===== src/rtl/mem_if_pkg.sv =====
// Shared widths, state encoding and line type for the cache-line / bmem adapter.
package mem_if_pkg;

  localparam int LINE_W  = 256;
  localparam int BURST_W = 64;
  localparam int ADDR_W  = 32;
  localparam int BEATS   = LINE_W / BURST_W;
  localparam int OFF_W   = $clog2(LINE_W / 8);
  localparam int BEAT_W  = $clog2(BEATS);

  typedef enum logic [2:0] {
    IDLE     = 3'd0,
    RD_REQ   = 3'd1,
    RD_DATA  = 3'd2,
    WR_BURST = 3'd3,
    RESP     = 3'd4
  } adapter_state_t;

  typedef logic [LINE_W-1:0] line_t;

  // Clear the byte-offset bits so the address points at the start of its line.
  function automatic logic [ADDR_W-1:0] line_align(input logic [ADDR_W-1:0] addr);
    return {addr[ADDR_W-1:OFF_W], {OFF_W{1'b0}}};
  endfunction

endpackage


===== src/rtl/cacheline_mem_adapter_chk.sv =====
// Simulation-only protocol checker for the dfp side of the adapter.
module cacheline_mem_adapter_chk (
  input logic clk,
  input logic rst,
  input logic idle,
  input logic dfp_read,
  input logic dfp_write
);

  // Simultaneous read and write is illegal; the adapter services the write and drops the read.
  always @(posedge clk) begin
    if (!rst && idle) begin
      assert (!(dfp_read && dfp_write))
        else $warning("dfp_read and dfp_write asserted together: write serviced, read dropped");
    end
  end

endmodule


===== src/rtl/cacheline_mem_adapter.sv =====
// Responder for 256-bit dfp line requests; turns each one into a 4-beat, 64-bit bmem burst
// and assembles returning read beats into a full line.
module cacheline_mem_adapter
  import mem_if_pkg::*;
(
  input  logic               clk,
  input  logic               rst,
  input  logic [ADDR_W-1:0]  dfp_addr,
  input  logic               dfp_read,
  input  logic               dfp_write,
  input  logic [LINE_W-1:0]  dfp_wdata,
  output logic [LINE_W-1:0]  dfp_rdata,
  output logic               dfp_resp,
  output logic [ADDR_W-1:0]  bmem_addr,
  output logic               bmem_read,
  output logic               bmem_write,
  output logic [BURST_W-1:0] bmem_wdata,
  input  logic               bmem_ready,
  input  logic [ADDR_W-1:0]  bmem_raddr,
  input  logic [BURST_W-1:0] bmem_rdata,
  input  logic               bmem_rvalid
);

  adapter_state_t      state_q, state_d;
  logic [BEAT_W-1:0]   beat_q, beat_d;
  logic [ADDR_W-1:0]   line_addr_q, line_addr_d;
  line_t               wbuf_q, wbuf_d;
  line_t               line_buf_q, line_buf_d;
  line_t               dfp_rdata_q, dfp_rdata_d;
  logic                dfp_resp_q, dfp_resp_d;
  logic [ADDR_W-1:0]   bmem_addr_q, bmem_addr_d;
  logic                bmem_read_q, bmem_read_d;
  logic                bmem_write_q, bmem_write_d;
  logic [BURST_W-1:0]  bmem_wdata_q, bmem_wdata_d;
  logic                beat_hit_s;

  // Byte-offset bits of the request address are dropped by line alignment.
  logic unused_addr_bits;
  assign unused_addr_bits = ^dfp_addr[OFF_W-1:0];

  // A returning beat belongs to this burst only if its tag matches the latched line.
  assign beat_hit_s = bmem_rvalid && (bmem_raddr == line_addr_q);

  // Next-state, buffer and output computation; outputs are derived from the next state
  // so that every port comes straight from a flop.
  always_comb begin
    state_d     = state_q;
    beat_d      = beat_q;
    line_addr_d = line_addr_q;
    wbuf_d      = wbuf_q;
    line_buf_d  = line_buf_q;
    dfp_rdata_d = dfp_rdata_q;

    case (state_q)
      IDLE: begin
        if (dfp_write) begin
          // Write wins over a simultaneous (illegal) read.
          state_d     = WR_BURST;
          line_addr_d = line_align(dfp_addr);
          wbuf_d      = dfp_wdata;
          beat_d      = 2'd0;
        end else if (dfp_read) begin
          state_d     = RD_REQ;
          line_addr_d = line_align(dfp_addr);
          beat_d      = 2'd0;
        end else begin
          state_d = IDLE;
        end
      end
      RD_REQ: begin
        if (bmem_ready) begin
          state_d = RD_DATA;
          beat_d  = 2'd0;
        end else begin
          state_d = RD_REQ;
        end
      end
      RD_DATA: begin
        if (beat_hit_s) begin
          line_buf_d[{beat_q, 6'd0} +: BURST_W] = bmem_rdata;
          beat_d = beat_q + 2'd1;
          if (beat_q == 2'd3) begin
            state_d     = RESP;
            dfp_rdata_d = line_buf_d;
          end else begin
            state_d = RD_DATA;
          end
        end else begin
          state_d = RD_DATA;
        end
      end
      WR_BURST: begin
        if (bmem_ready) begin
          beat_d = beat_q + 2'd1;
          if (beat_q == 2'd3) begin
            state_d = RESP;
          end else begin
            state_d = WR_BURST;
          end
        end else begin
          state_d = WR_BURST;
        end
      end
      RESP: begin
        state_d = IDLE;
      end
      default: begin
        state_d = IDLE;
        beat_d  = 2'd0;
      end
    endcase

    dfp_resp_d   = (state_d == RESP);
    bmem_read_d  = (state_d == RD_REQ);
    bmem_write_d = (state_d == WR_BURST);
    if ((state_d == RD_REQ) || (state_d == WR_BURST)) begin
      bmem_addr_d = line_addr_d;
    end else begin
      bmem_addr_d = {ADDR_W{1'b0}};
    end
    if (state_d == WR_BURST) begin
      bmem_wdata_d = wbuf_d[{beat_d, 6'd0} +: BURST_W];
    end else begin
      bmem_wdata_d = {BURST_W{1'b0}};
    end
  end

  // State, buffers and registered outputs; synchronous reset aborts any transfer.
  always_ff @(posedge clk) begin
    if (rst) begin
      state_q      <= IDLE;
      beat_q       <= 2'd0;
      line_addr_q  <= {ADDR_W{1'b0}};
      wbuf_q       <= {LINE_W{1'b0}};
      line_buf_q   <= {LINE_W{1'b0}};
      dfp_rdata_q  <= {LINE_W{1'b0}};
      dfp_resp_q   <= 1'b0;
      bmem_addr_q  <= {ADDR_W{1'b0}};
      bmem_read_q  <= 1'b0;
      bmem_write_q <= 1'b0;
      bmem_wdata_q <= {BURST_W{1'b0}};
    end else begin
      state_q      <= state_d;
      beat_q       <= beat_d;
      line_addr_q  <= line_addr_d;
      wbuf_q       <= wbuf_d;
      line_buf_q   <= line_buf_d;
      dfp_rdata_q  <= dfp_rdata_d;
      dfp_resp_q   <= dfp_resp_d;
      bmem_addr_q  <= bmem_addr_d;
      bmem_read_q  <= bmem_read_d;
      bmem_write_q <= bmem_write_d;
      bmem_wdata_q <= bmem_wdata_d;
    end
  end

  assign dfp_rdata  = dfp_rdata_q;
  assign dfp_resp   = dfp_resp_q;
  assign bmem_addr  = bmem_addr_q;
  assign bmem_read  = bmem_read_q;
  assign bmem_write = bmem_write_q;
  assign bmem_wdata = bmem_wdata_q;

  cacheline_mem_adapter_chk u_chk (
    .clk       (clk),
    .rst       (rst),
    .idle      (state_q == IDLE),
    .dfp_read  (dfp_read),
    .dfp_write (dfp_write)
  );

endmodule


===== config.mk =====
export PLATFORM = sky130hd
export DESIGN_NAME = cacheline_mem_adapter
export DESIGN_NICKNAME = d
export VERILOG_FILES = /design/src/rtl/mem_if_pkg.sv /design/src/rtl/cacheline_mem_adapter_chk.sv /design/src/rtl/cacheline_mem_adapter.sv
export SDC_FILE = /design/constraint.sdc
export NUM_CORES = 2
export LEC_CHECK = 0
export CAP_MARGIN = 20
export CORE_AREA = 4 4 285 287
export DETAILED_ROUTE_END_ITERATION = 8
export DIE_AREA = 0 0 289 291
export PLACE_DENSITY = 0.71
export SYNTH_ARGS = -nofsm -noshare
export SYNTH_HDL_FRONTEND = slang
export SYNTH_SLANG_ARGS = --single-unit

===== constraint.sdc =====
create_clock -name clk -period 7.5 [get_ports clk]
set_clock_uncertainty 0.05 [all_clocks]
set_input_delay 1.5 -clock clk [delete_from_list [all_inputs] [get_ports clk]]
set_output_delay 1.5 -clock clk [all_outputs]
set_load 0.01 [all_outputs]

==> flow_summary.json <==
{
  "clk_latency_ps": 640,
  "final_cell_count_no_fill": 5945,
  "cts.sinks": 840,
  "synth_largest_area_cell": "dfxtp_1",
  "min_path_type": "reg -> reg",
  "htree_levels": 3,
  "gp_congestion": 0.881,
  "clk_path_buf_depth": 3,
  "cts_resized": 0,
  "finalSetupViolations": 0,
  "syn_nets": 4679,
  "yosysMostFrequentCell": "nand2_1",
  "cp-end-kind": "flip-flop",
  "min_path_cells": 2,
  "cts_tree": "done",
  "rsz0062_at_grt": "no",
  "cp_slowest_stage_delay_ps": 870,
  "syn_inst": 4283,
  "dieArea_sq_mm": 0.0841,
  "synth_edf_count": 0,
  "clk_pin_slew_ps": 60,
  "fin_crit_sh_pct": 72.0,
  "synthTopCellsByArea": "dfxtp_1, nand2_1, a21oi_1",
  "finalHoldViolations": 0,
  "cp_num_cells": 8,
  "async_flop_share_pct": 0,
  "grt-ovfl-total": 0,
  "cp.arrival_ps": 5870,
  "min_period_ps": 5400,
  "timing.final.ws_setup_ps": 2100,
  "grt_pass1_vias": 29283,
  "post_dp_cell_area_sq_mm": 0.0410,
  "cpLargestDelayFamily": "simple AND/OR/NAND/NOR gates",
  "num-fill-cells": 7151,
  "grt_start_max_net_pins": 221,
  "slew_headroom_pct": 25.1,
  "crit_path_start_kind": "input pin",
  "post-cts-setup-buffers": 0,
  "ys_seq_area_share_pct": 50.6,
  "track_usage_pct": 27.2,
  "setup_tns_ps": 0,
  "ys_ff_latch": 840,
  "cp_max_fo": 220,
  "dp_slack_ps": 1460,
  "critPathKind": "in -> reg",
  "die-width_microns": 289,
  "status": "finished, final reports clean",
  "finalWirelength_microns": 121000,
  "drive_gt1_share_pct": 4.27,
  "rows": 103,
  "reg2reg_depth": 7,
  "nets": 5194,
  "start_util_pct": 42.2,
  "antenna_found_initial": 26,
  "dp_hpwl_microns": 78200,
  "worstPathCellList": "clkdlybuf4s50_1 -> xor2_1 -> nor4_1 -> nand2_1 -> nor4_4 -> nand2_4 -> buf_12 -> a211oi_1",
  "num_vias": 31536,
  "tightest_slew_ps": 1120,
  "max_freq_mhz": 185,
  "drt_first_pass_iters": 6,
  "wl_per_cell_microns": 20.4,
  "drcViolationCount": 0,
  "worst-path-buf-inv": 2,
  "postLayoutCellArea_sq_mm": 0.0442,
  "yosysWarnings": 0,
  "grt_first_pass_wirelength_microns": 180000,
  "avgSynthCellArea_sq_um": 7.75,
  "fp.dieH_microns": 291,
  "ios": 745,
  "report.final.slew_viol_count": 0,
  "synth_area_sq_mm": 0.0332,
  "vdd_drop_max_mv": 0.186,
  "r2r_start": "line_addr_q[0]",
  "numPortBuffers": 739,
  "drtIter0Drc": 2827,
  "min-delay-start": "dfp_rdata[181]",
  "numCtsBuffers": 90,
  "crit_path_top_delay_cell": "nor4_4",
  "cts_root_buf": "clkbuf_16",
  "yosys.cell_types.count": 40,
  "ant_nets": 0,
  "critPathRequiredTime_ps": 7970,
  "dp.cells": 5756,
  "ys.flop_type": "dfxtp_1",
  "area_growth_syn_to_layout_pct": 33.0,
  "powerDensity_mw_per_mm2": 234,
  "leakage_uw": 0.0150,
  "reg2reg_slack_ps": 3030,
  "drv_cap": 0,
  "synth_top_area_share_pct": 50.6,
  "core-area_sq_mm": 0.0786,
  "worstHoldEndpoint": "dfp_rdata[181]",
  "cts_hold_buffers": 0,
  "r2r_end": "line_buf_q[129]",
  "routed_via_density": 5.30,
  "synth_common_cells": "nand2_1, dfxtp_1, a21oi_1, clkbuf_1, o21ai_0"
}
## layout make-up
| class | count | area [sq um] | area share (%) |
|---|---|---|---|
| antenna | 25 | 62.6 | 0.142 |
| clock buffer | 129 | 2600 | 5.89 |
| tap | 1050 | 1310 | 2.97 |
| timing repair buffer | 777 | 7760 | 17.6 |
| inverter | 203 | 762 | 1.72 |
| clock inverter | 35 | 538 | 1.22 |
| sequential | 840 | 16800 | 38.1 |
| multi-input combinational | 2886 | 14300 | 32.4 |
## registers in the layout, indices dropped and copies added (netlist names)
name and count:
beat_q 2, bmem_addr 32, bmem_read 1, bmem_wdata 64, bmem_write 1, dfp_rdata 256
dfp_resp 1, line_addr_q 32, line_buf_q 192, state_q 3, wbuf_q 256
## through the flow
step           util [%]  hold slack [ps]  power [uW]
2_1_floorplan         -              382        5270
3_3_place_gp       52.1              388        5750
3_5_place_dp       52.1              392        5760
4_1_cts            56.1              400       10400
5_1_grt            56.2              413       10700
6_report           56.2              398       10300
## layout by cell type (no fill, tap or decap), drive strengths merged, types with 25 or more instances in the layout
cell	instances
nand2	1163
dfxtp	840
clkdlybuf4s50	738
a21oi	518
o21ai	261
nor2	252
inv	207
nand3	196
a211oi	192
clkbuf	129
mux2i	91
a21o	67
o211ai	65
buf	39
diode	25
## power by group
part | total [uW] | switching, uW | leakage [uW] | internal, uW
logic | 978 | 569 | 0.00665 | 409
clock network | 4680 | 1930 | 0.00153 | 2750
registers | 4690 | 75.7 | 0.00681 | 4620
## cell families (layout without fill, tap and decap cells)
group                      Yosys count  count (layout)  share of synthesized area (%)
adders and majority gates            6               6                          0.226
other                                0              25                              0
xor gates and xnor gates            29              29                          0.765
buffers and inverters              557            1144                           6.61
DFF                                840             840                           50.6
muxes                               91              91                           2.74
AOI/OAI and AO/OA                 1112            1112                           19.3
and+or+nand+nor                   1648            1648                           19.7
## tightest hold or removal path, cell delays in order, from the launching register on
cell and delay (ps):
dfxtp_1 300, nand2_1 50, a21oi_1 50
## layer usage
layer	share of wire (%)	global-route usage [%]
met1	39	34.2
met2	46	42.8
met3	9.7	7.71
met4	4.8	13.5
met5	0.031	0
## worst max path at each step
| stage | from | slack (ps) | end |
|---|---|---|---|
| 6_report | bmem_raddr[0] | 2100 | line_buf_q[129] |
| 5_1_grt | bmem_raddr[0] | 1850 | line_buf_q[127] |
| 4_1_cts | bmem_raddr[0] | 2160 | line_buf_q[126] |
| 3_5_place_dp | bmem_raddr[0] | 1460 | line_buf_q[13] |
| 3_3_place_gp | bmem_raddr[10] | 1570 | line_buf_q[66] |
| 2_1_floorplan | bmem_raddr[18] | 3820 | bmem_wdata[10] |
(Power assumes the default switching activity.)
